<file path="src/rtl/sprite_load_router_if.sv">
// Loader write stream into the router and BRAM load port out of it.
interface sprite_load_router_if #(
  parameter int unsigned NUM_CH  = 2,
  parameter int unsigned ADDR_W  = 24,
  parameter int unsigned DATA_W  = 16,
  parameter int unsigned BRAM_AW = 16
);
  logic                pic_switch;
  logic [ADDR_W-1:0]   sdram_base_addr;
  logic                wr_en;
  logic [DATA_W-1:0]   wr_data;
  logic [NUM_CH-1:0]   load_en;
  logic [BRAM_AW-1:0]  load_addr;
  logic [DATA_W-1:0]   load_data;

  modport master (
    output pic_switch, sdram_base_addr, wr_en, wr_data,
    input  load_en, load_addr, load_data
  );

  modport slave (
    input  pic_switch, sdram_base_addr, wr_en, wr_data,
    output load_en, load_addr, load_data
  );
endinterface

</file>
<file path="src/rtl/sprite_load_router.sv">
// N-channel sprite capture router: copies loader pixels whose picture base falls in a
// channel's SDRAM window into that channel's BRAM. Optional checksum: SPRITE_LOAD_CHKSUM_EN.
module sprite_load_router #(
  parameter int unsigned NUM_CH  = 2,
  parameter int unsigned ADDR_W  = 24,
  parameter int unsigned DATA_W  = 16,
  parameter int unsigned BRAM_AW = 16,
  parameter logic [NUM_CH*ADDR_W-1:0] CH_BASE = {24'd2552896, 24'd2512896},
  parameter logic [NUM_CH*ADDR_W-1:0] CH_LEN  = {24'd5250, 24'd40000}
) (
  input  logic                 clk,
  input  logic                 rst_n,
  sprite_load_router_if.slave  bus,
  output logic                 active,
  output logic [2:0]           cur_ch,
  output logic [NUM_CH-1:0]    ch_done,
  output logic                 all_done,
  output logic                 overflow,
  output logic [NUM_CH*16-1:0] chksum
);
  // Pointer carries one extra bit so it can reach a full 2^BRAM_AW window length.
  localparam int unsigned PW = BRAM_AW + 1;

  typedef enum logic {IDLE, ACTIVE} state_t;

  state_t             state_q, state_d;
  logic [2:0]         cur_ch_q, cur_ch_d;
  logic [PW-1:0]      ptr_q, ptr_d;
  logic [NUM_CH-1:0]  load_en_q, load_en_d;
  logic [BRAM_AW-1:0] load_addr_q, load_addr_d;
  logic [DATA_W-1:0]  load_data_q, load_data_d;
  logic [NUM_CH-1:0]  ch_done_q, ch_done_d;
  logic               overflow_q, overflow_d;

  logic               hit;
  logic [2:0]         hit_ch;
  logic [BRAM_AW-1:0] hit_off;
  logic [PW-1:0]      cur_len;
  logic               accept;

  always_comb begin
    hit     = 1'b0;
    hit_ch  = '0;
    hit_off = '0;
    for (int unsigned c = 0; c < NUM_CH; c++) begin
      if (!hit &&
          ({1'b0, bus.sdram_base_addr} >= {1'b0, CH_BASE[c*ADDR_W +: ADDR_W]}) &&
          ({1'b0, bus.sdram_base_addr} <  {1'b0, CH_BASE[c*ADDR_W +: ADDR_W]}
                                          + {1'b0, CH_LEN[c*ADDR_W +: ADDR_W]})) begin
        hit     = 1'b1;
        hit_ch  = 3'(c);
        hit_off = BRAM_AW'(bus.sdram_base_addr - CH_BASE[c*ADDR_W +: ADDR_W]);
      end
    end
  end

  always_comb begin
    cur_len = '0;
    for (int unsigned c = 0; c < NUM_CH; c++) begin
      if (cur_ch_q == 3'(c)) cur_len = CH_LEN[c*ADDR_W +: PW];
    end
  end

  assign accept = !bus.pic_switch && (state_q == ACTIVE) && bus.wr_en && (ptr_q < cur_len);

  always_comb begin
    state_d     = state_q;
    cur_ch_d    = cur_ch_q;
    ptr_d       = ptr_q;
    load_en_d   = '0;
    load_addr_d = load_addr_q;
    load_data_d = load_data_q;
    ch_done_d   = ch_done_q;
    overflow_d  = overflow_q;
    if (bus.pic_switch) begin
      if (hit) begin
        state_d  = ACTIVE;
        cur_ch_d = hit_ch;
        ptr_d    = {1'b0, hit_off};
      end else begin
        state_d  = IDLE;
      end
    end else if (state_q == ACTIVE && bus.wr_en) begin
      if (accept) begin
        for (int unsigned c = 0; c < NUM_CH; c++) begin
          if (cur_ch_q == 3'(c)) begin
            load_en_d[c] = 1'b1;
            if (ptr_q == cur_len - PW'(1)) ch_done_d[c] = 1'b1;
          end
        end
        load_addr_d = ptr_q[BRAM_AW-1:0];
        load_data_d = bus.wr_data;
        ptr_d       = ptr_q + PW'(1);
      end else begin
        overflow_d  = 1'b1;
      end
    end
  end

  always_ff @(posedge clk or negedge rst_n) begin
    if (!rst_n) begin
      state_q     <= IDLE;
      cur_ch_q    <= '0;
      ptr_q       <= '0;
      load_en_q   <= '0;
      load_addr_q <= '0;
      load_data_q <= '0;
      ch_done_q   <= '0;
      overflow_q  <= 1'b0;
    end else begin
      state_q     <= state_d;
      cur_ch_q    <= cur_ch_d;
      ptr_q       <= ptr_d;
      load_en_q   <= load_en_d;
      load_addr_q <= load_addr_d;
      load_data_q <= load_data_d;
      ch_done_q   <= ch_done_d;
      overflow_q  <= overflow_d;
    end
  end

`ifdef SPRITE_LOAD_CHKSUM_EN
  logic [NUM_CH*16-1:0] chksum_q, chksum_d;

  always_comb begin
    chksum_d = chksum_q;
    for (int unsigned c = 0; c < NUM_CH; c++) begin
      if (bus.pic_switch && hit && hit_off == '0 && hit_ch == 3'(c)) begin
        chksum_d[c*16 +: 16] = '0;
      end else if (accept && cur_ch_q == 3'(c)) begin
        chksum_d[c*16 +: 16] = {chksum_q[c*16 +: 15], chksum_q[c*16 + 15]} ^ 16'(bus.wr_data);
      end
    end
  end

  always_ff @(posedge clk or negedge rst_n) begin
    if (!rst_n) chksum_q <= '0;
    else        chksum_q <= chksum_d;
  end

  assign chksum = chksum_q;
`else
  assign chksum = '0;
`endif

  assign bus.load_en   = load_en_q;
  assign bus.load_addr = load_addr_q;
  assign bus.load_data = load_data_q;
  assign active        = (state_q == ACTIVE);
  assign cur_ch        = cur_ch_q;
  assign ch_done       = ch_done_q;
  assign all_done      = &ch_done_q;
  assign overflow      = overflow_q;
endmodule

</file>
<file path="src/flat_wrapper.sv">
// flat-port wrapper written by rule: the top's interface ports become plain ports
module sprite_load_router_flat 
#(
  parameter int unsigned NUM_CH  = 2,
  parameter int unsigned ADDR_W  = 24,
  parameter int unsigned DATA_W  = 16,
  parameter int unsigned BRAM_AW = 16,
  parameter logic [NUM_CH*ADDR_W-1:0] CH_BASE = {24'd2552896, 24'd2512896},
  parameter logic [NUM_CH*ADDR_W-1:0] CH_LEN  = {24'd5250, 24'd40000}
)
  (clk, rst_n, active, cur_ch, ch_done, all_done, overflow, chksum, bus_pic_switch, bus_sdram_base_addr, bus_wr_en, bus_wr_data, bus_load_en, bus_load_addr, bus_load_data);
  sprite_load_router_if #(.NUM_CH(NUM_CH), .ADDR_W(ADDR_W), .DATA_W(DATA_W), .BRAM_AW(BRAM_AW)) bus_i ();
  input  logic clk;
  input  logic rst_n;
  output logic active;
  output logic [2:0] cur_ch;
  output logic [NUM_CH-1:0] ch_done;
  output logic all_done;
  output logic overflow;
  output logic [NUM_CH*16-1:0] chksum;
  input wire logic [$bits(bus_i.pic_switch)-1:0] bus_pic_switch;
  input wire logic [$bits(bus_i.sdram_base_addr)-1:0] bus_sdram_base_addr;
  input wire logic [$bits(bus_i.wr_en)-1:0] bus_wr_en;
  input wire logic [$bits(bus_i.wr_data)-1:0] bus_wr_data;
  output wire logic [$bits(bus_i.load_en)-1:0] bus_load_en;
  output wire logic [$bits(bus_i.load_addr)-1:0] bus_load_addr;
  output wire logic [$bits(bus_i.load_data)-1:0] bus_load_data;
  assign bus_i.pic_switch = bus_pic_switch;
  assign bus_i.sdram_base_addr = bus_sdram_base_addr;
  assign bus_i.wr_en = bus_wr_en;
  assign bus_i.wr_data = bus_wr_data;
  assign bus_load_en = bus_i.load_en;
  assign bus_load_addr = bus_i.load_addr;
  assign bus_load_data = bus_i.load_data;
  sprite_load_router #(.NUM_CH(NUM_CH), .ADDR_W(ADDR_W), .DATA_W(DATA_W), .BRAM_AW(BRAM_AW), .CH_BASE(CH_BASE), .CH_LEN(CH_LEN)) u_core (.clk(clk), .rst_n(rst_n), .bus(bus_i), .active(active), .cur_ch(cur_ch), .ch_done(ch_done), .all_done(all_done), .overflow(overflow), .chksum(chksum));
endmodule
</file>
<file path="config.mk">
export PLATFORM = sky130hd
export DESIGN_NAME = sprite_load_router_flat
export DESIGN_NICKNAME = d
export VERILOG_FILES = /design/src/rtl/sprite_load_router_if.sv /design/src/rtl/sprite_load_router.sv /design/src/flat_wrapper.sv
export SDC_FILE = /design/constraint.sdc
export NUM_CORES = 1
export LEC_CHECK = 0
export ABC_AREA = 1
export BUFFER_PORTS_ARGS = -buffer_cell sky130_fd_sc_hd__buf_2
export CAP_MARGIN = 20
export CORE_AREA = 2 2 93 95
export CTS_BUF_LIST = sky130_fd_sc_hd__clkbuf_8
export DETAILED_ROUTE_END_ITERATION = 16
export DIE_AREA = 0 0 95 97
export PLACE_DENSITY = 0.77
export SLEW_MARGIN = 5
export SYNTH_ARGS = -nofsm -noshare
export SYNTH_HDL_FRONTEND = slang
export SYNTH_SLANG_ARGS = --single-unit
</file>
<file path="constraint.sdc">
create_clock -name clk -period 2 [get_ports clk]
set_input_delay 0.2 -clock clk [delete_from_list [all_inputs] [get_ports clk]]
set_output_delay 0.2 -clock clk [all_outputs]
set_load 0.01 [all_outputs]
</file>
==> impl_metrics.json, run 1 <==
{
  "status": "finished, violations left",
  "violations": "negative setup slack",
  "synth-async-reset-ratio_pct": 100,
  "drv_slew": 0,
  "fin_util_pct": 60.6,
  "wl_met3_um": 769,
  "synth-seq-area-share_pct": 36.6,
  "finalClockSkew_ps": 4.00,
  "nNetsFinal": 687,
  "fp-row-count": 33,
  "viasPerCell": 5.32,
  "top_layer_used": "met4",
  "worstPathArrival_ps": 2300,
  "synth_seq_cells": 56,
  "vias": 3926,
  "setup_ws_ps": -81.2,
  "synth_top_flop_cell": "dfrtp_1",
  "finalSetupViolations": 50,
  "hold_violations": 0,
  "grt_setup_unrepaired": "true",
  "end_kind": "register",
  "relSlewSlack_pct": 44.0,
  "synthCells": 524,
  "drtIter0Drc": 517,
  "yosys_warnings": 0,
  "synth_edf_count": 0,
  "fmax_mhz": 480,
  "cts_buffers": 5,
  "m1WireLength_um": 4520,
  "die_w_um": 95,
  "drc": 0,
  "hp-class": "input port to register",
  "dieArea_um2": 9220,
  "start_kind": "register",
  "cts_tree": "yes",
  "io_pins": 118,
  "grt-ovfl-total": 0,
  "crit_type": "register to register",
  "cts-root-buf": "clkbuf_8",
  "htreeDepth": 2,
  "layout.cells.non_filler": 738,
  "cap_viol_max_count": 0,
  "clockBufferDepth": 2,
  "whs_ps": 103,
  "core_region_area_um2": 8130,
  "fillers": 663,
  "ant_nets": 0,
  "area_delta_synth_final_pct": 28.6,
  "power_leakage_uw": 0.00262,
  "cts.sink_count": 56,
  "tns_ps": -1580,
  "wl_um": 11100,
  "syn_avg_cell_area_um2": 7.32,
  "drive_gt1_share_pct": 28.9,
  "tightest_slew_ps": 837,
  "yosysTopAreaCell": "dfrtp_1",
  "grt_pass1_wl_um": 15300,
  "wire_per_inst_um": 15.1,
  "post-place-cells": 714,
  "clk_latency_ps": 320,
  "diodes": 0,
  "crit_required_ps": 2210,
  "synth_area_leaders": "dfrtp_1 (37%), nand2_1 (15%), nand3_1 (9.7%)",
  "pre_cts_ws_ps": 41.7,
  "synth.distinct_cells": 35,
  "first_pass_iters": 6,
  "yosys.area.top_type_share_pct": 36.6,
  "place_congestion": 0.917,
  "grt_max_degree": 39,
  "grt_pass1_vias": 3390,
  "port_buffers": 83,
  "initial_core_util_pct": 47.1,
  "grt.total_usage_pct": 20.3,
  "min_period_ps": 2080,
  "dp_hpwl_um": 7220,
  "clkSlewWorstSetupHoldPaths_ps": 100,
  "p_per_area_nw_per_um2": 870,
  "die_h_um": 97,
  "met2_wirelength_um": 5570,
  "vdd_drop_max_v": 0.000383,
  "antenna_found_initial": 0,
  "finalCritPeriodShare_pct": 104,
  "syn-cell-area_um2": 3830,
  "critical_path.max_fanout": 8
}
## metrics by stage
step / power, µW / cell area (µm²)
6_report: 4290 / 4930
5_1_grt: 4530 / 4930
4_1_cts: 3810 / 4450
3_5_place_dp: 3050 / 4330
3_3_place_gp: 2990 / 4330
2_1_floorplan: 2520 / 3960
## registers in the layout (all words and copies together), names as in the netlist
register              flops
u_core.cur_ch             1
u_core.overflow           1
u_core.bus.load_en        2
u_core.ch_done            2
u_core.ptr_q             17
u_core.bus.load_data     16
u_core.active             1
u_core.bus.load_addr     16
## logic make-up after synthesis
| logic type | count (synthesis) | synth area share, % |
|---|---|---|
| AND/OR/NAND/NOR | 304 | 35.8 |
| buffers and inverters | 97 | 14.1 |
| flip-flops | 56 | 36.6 |
| AO/OA/AOI/OAI | 42 | 6.95 |
| XOR/XNOR | 13 | 2.97 |
| adder cells (fa/ha/maj) | 11 | 3.59 |
| other | 1 | 0.0978 |
## worst max-delay path, stage by stage (launching register included)
cell       delay (ps)
dfrtp_2           520
ha_4              190
nor2_1            160
o21ai_2            90
a21oi_2           170
a21boi_4          230
buf_12            140
nand2_4            90
clkbuf_16         220
nand2_1            70
nand2_1            70
## layer usage
metal / vias to the layer above / global-route usage, %
met3: 31 / 2.80
met5: - / 0
met1: 1819 / 27.8
li1: 1850 / -
met4: 0 / 5.69
met2: 226 / 33.4
## cells in the mapped netlist, types with 7 or more instances
library cell  instances
ha_1                 11
nor3_1                8
nand4_1              16
buf_4                35
nor2_1               33
o21ai_0              19
dfrtp_1              56
inv_1                42
nand2_1             155
xor2_1               11
nand3_1              74
a21oi_1               7
## timing repair
item | 4_1_cts | 5_1_grt
hold buffers | 1 | 0
resized for setup | 0 | 52
hold endpoints to repair | 18 | 0
buffers inserted | 0 | 6
setup endpoints to repair | 0 | 53
## cell usage in the layout, fill, tap and decap left out, types with 7 or more instances in the layout
| cell | synthesis | routed |
|---|---|---|
| nand2_1 | 155 | 151 |
| nand3_2 | 1 | 10 |
| buf_4 | 35 | 19 |
| o21ai_2 | 6 | 8 |
| nand2_4 | 4 | 7 |
| inv_1 | 42 | 40 |
| nor2_1 | 33 | 31 |
| buf_2 | 4 | 83 |
| nand3_1 | 74 | 63 |
| nand4_1 | 16 | 16 |
| conb_1 | 1 | 34 |
| o21ai_0 | 19 | 17 |
| xor2_1 | 11 | 11 |
| nor3_1 | 8 | 7 |
| dfrtp_1 | 56 | 54 |
## report_power, final
part | switching (µW) | internal, µW
logic | 1070 | 777
registers | 246 | 1420
clock network | 397 | 378
## layout make-up
type	instances	area (µm²)	share of cell area, %
flip-flops and latches	56	1400	28.5
clock inverters	3	46.3	0.939
inverters	46	175	3.55
clock buffers	5	68.8	1.40
repair buffers	117	842	17.1
multi-input cells	406	2260	45.9
well taps	105	131	2.66
## final timing paths
path / slack [ps] / start / to / cells past startpoint
setup / recovery: -80 / u_core.cur_ch[0] / u_core.bus.load_data[13] / 10
hold / removal: 100 / bus_wr_data[15] / u_core.bus.load_data[15] / 3
setup reg to reg: -80 / u_core.cur_ch[0] / u_core.bus.load_data[13] / 10
hold reg to reg: 480 / u_core.bus.load_data[5] / u_core.bus.load_data[5] / 2
max in group asynchronous: 1070 / rst_n / u_core.ptr_q[1] / 3
min in group asynchronous: 360 / rst_n / u_core.ptr_q[14] / 2
Note: power is estimated with default switching activity, not from simulation.
==> run 2: changes to the inputs <==
Settings changed: ABC_AREA 1 to 0, CORE_AREA 2 2 93 95 to 2 2 90 92, DIE_AREA 0 0 95 97 to 0 0 92 94.
==> run 2 against run 1 <==
Compared with the run above:
- the run still ends with negative setup slack left
- die area shrank 6.2%
- power shrank 49%
- maximum frequency shrank 16%
- non-clock buffer count grew 64
- area after synthesis shrank 8.6%
- cell count shrank 8.5%
- critical path depth shrank 1
- global-route usage grew 2.6 points
- synthesized cell count shrank 23%
- critical path type unchanged
- largest cell class unchanged
- largest power group is now sequential cells
==> impl_metrics.json, run 2 <==
{
  "crit_type": "register to register",
  "viasPerCell": 5.30,
  "synth.distinct_cells": 61,
  "violations": "negative setup slack",
  "place_area_um2": 4560,
  "grt_setup_unrepaired": "true",
  "synth_top_flop_cell": "dfrtp_1",
  "clk_latency_ps": 320,
  "drv_slew": 0,
  "grt_pass1_wl_um": 16000,
  "area_delta_synth_final_pct": 47.1,
  "vias": 3579,
  "hold_violations": 0,
  "start_kind": "register",
  "dieArea_um2": 8650,
  "synth-async-reset-ratio_pct": 100,
  "top_register": "u_core.ptr_q",
  "m1WireLength_um": 4150,
  "die_w_um": 92,
  "drtIter0Drc": 251,
  "cap_viol_max_count": 0,
  "ant_nets": 0,
  "initial_core_util_pct": 46.1,
  "io_pins": 118,
  "fillers": 599,
  "power_uw": 2180,
  "wire_per_inst_um": 15.5,
  "final_area_um2": 5160,
  "pwr-share-seq_pct": 53.4,
  "synth_seq_cells": 56,
  "hp-class": "input port to register",
  "syn_avg_cell_area_um2": 8.68,
  "fp-row-count": 32,
  "syn-cell-area_um2": 3510,
  "final_common_cell": "buf_2",
  "drc": 0,
  "status": "finished, violations left",
  "synth-seq-area-share_pct": 40.0,
  "critical_path.max_fanout": 6,
  "grt.total_usage_pct": 22.9,
  "cts_buffers": 5,
  "largest_reg_flops": 17,
  "yosysTopAreaCell": "dfrtp_1",
  "yosys_warnings": 0,
  "antenna_found_initial": 0,
  "min_period_ps": 2470,
  "setup_ws_ps": -470,
  "wl_um": 10500,
  "htreeDepth": 2,
  "worstPathArrival_ps": 2680,
  "cts_tree": "yes",
  "finalClockSkew_ps": 5.12,
  "switching_share_pct": 28.0,
  "internal_power_uw": 1570,
  "grt_pass1_vias": 3465,
  "p_per_area_nw_per_um2": 423,
  "diodes": 0,
  "top_layer_used": "met4",
  "synth_area_leaders": "dfrtp_1 (40%), nand2_1 (11%), buf_4 (7.5%)",
  "wl_met3_um": 724,
  "vdd_drop_max_v": 0.000330,
  "clkSlewWorstSetupHoldPaths_ps": 100,
  "synth_commonest_cells": "nand2_1 (100), dfrtp_1 (56), buf_4 (35), nor2_1 (21), o21ai_0 (19)",
  "synth.most_common_cell": "nand2_1",
  "fin_util_pct": 67.8,
  "synth_edf_count": 0,
  "pwr-share-clk_pct": 29.1,
  "p_switching_uw": 610,
  "grt-ovfl-total": 0,
  "finalCritPeriodShare_pct": 123,
  "dp_hpwl_um": 7420,
  "tightest_slew_ps": 510,
  "yosys.area.top_type_share_pct": 40.0,
  "drive_gt1_share_pct": 47.8,
  "grt_max_degree": 36,
  "cts.sink_count": 56,
  "place_congestion": 0.889,
  "end_kind": "register",
  "power_frac_comb_pct": 17.5,
  "mostFrequentLayoutCells": "buf_2 (83), buf_4 (80), nand2_1 (68), dfrtp_1 (55), conb_1 (34)",
  "die_h_um": 94,
  "power_leakage_uw": 0.00269,
  "met2_wirelength_um": 5260,
  "port_buffers": 83,
  "relSlewSlack_pct": 65.7,
  "finalSetupViolations": 54,
  "clockBufferDepth": 2,
  "synthCells": 404,
  "core_region_area_um2": 7610,
  "first_pass_iters": 5,
  "crit_required_ps": 2210,
  "cts-root-buf": "clkbuf_8",
  "fmax_mhz": 405,
  "nNetsFinal": 628
}
-- run 2: cell count changes after synthesis, sizes merged, moves of 7 or more --
| cell | change |
|---|---|
| inv | -29 |
| nand3 | -66 |
| nor2 | -15 |
| xor2 | -7 |
| nor4 | +8 |
| o21ai | -11 |
| nand2 | -62 |
| clkbuf | +7 |
| nand4 | -10 |
-- run 2: area by class of cell --
class	instances	area (µm²)	area share, %
tap	102	128	2.47
clock inverter	3	22.5	0.437
inverter	16	60.1	1.16
multi-input combinational	312	2220	43.0
timing repair buffer	181	1260	24.4
clock buffer	5	68.8	1.33
sequential	56	1400	27.2
-- run 2: metal layers --
metal  vias to the layer above  track usage (%)
li1                       1680                -
met1                      1690             28.1
met2                       176             40.1
met3                        33             4.09
met4                         0             9.08
met5                         -                0
-- run 2: worst paths after layout --
check	startpoint	to	slack, ps	cells after the start
worst max-delay path	u_core.cur_ch[0]	u_core.ptr_q[10]	-470	9
worst min-delay path	bus_wr_data[10]	u_core.bus.load_data[10]	70	3
worst max register to register	u_core.cur_ch[0]	u_core.ptr_q[10]	-470	9
worst min register to register	u_core.bus.load_data[14]	u_core.bus.load_data[14]	480	2
max in group asynchronous	rst_n	u_core.cur_ch[0]	1030	3
min in group asynchronous	rst_n	u_core.bus.load_data[6]	380	2
-- run 2: cells by family after synthesis --
logic type | Yosys count | share of synthesized area, %
AND/OR/NAND/NOR | 178 | 24.0
AO/OA/AOI/OAI | 75 | 16.9
buffers and inverters | 69 | 11.3
flip-flops | 56 | 40.0
adder cells (fa/ha/maj) | 12 | 4.28
XOR/XNOR | 10 | 2.50
multiplexers | 3 | 0.964
other | 1 | 0.107
-- run 2: timing repair --
action,4_1_cts,5_1_grt
pin swaps,30,30
setup endpoints to repair,53,54
gates resized for setup,43,57
hold endpoints to repair,21,0
hold buffers,1,0
setup buffers,8,6
cloned,1,0
-- run 2: metrics by stage --
step	TNS (ps)	hold WS, ps	setup slack [ps]	instances
floorplan	-10020	-95.6	-344	437
global route	-21840	78.8	-572	675
detailed placement	-15050	196	-526	652
finish	-16220	67.7	-470	675
CTS	-14920	62.7	-426	670
global placement	-11660	186	-454	652
-- run 2: critical path, stage by stage (launching register included) --
cell       delay (ps)
dfrtp_2           480
ha_1              330
nand4_1           100
a31oi_1           130
a2111oi_4         430
buf_4             190
and2_4            200
nand3_4            90
xnor2_2           150
a211o_1           270
-- run 2: power by group through the flow --
stage | clock, µW | sequential, µW | combinational [µW]
after floorplan | 0 | 1190 | 199
after global placement | 0 | 1180 | 340
after detailed placement | 0 | 1180 | 348
after CTS | 641 | 1160 | 365
after global routing | 683 | 1170 | 420
final | 635 | 1160 | 382
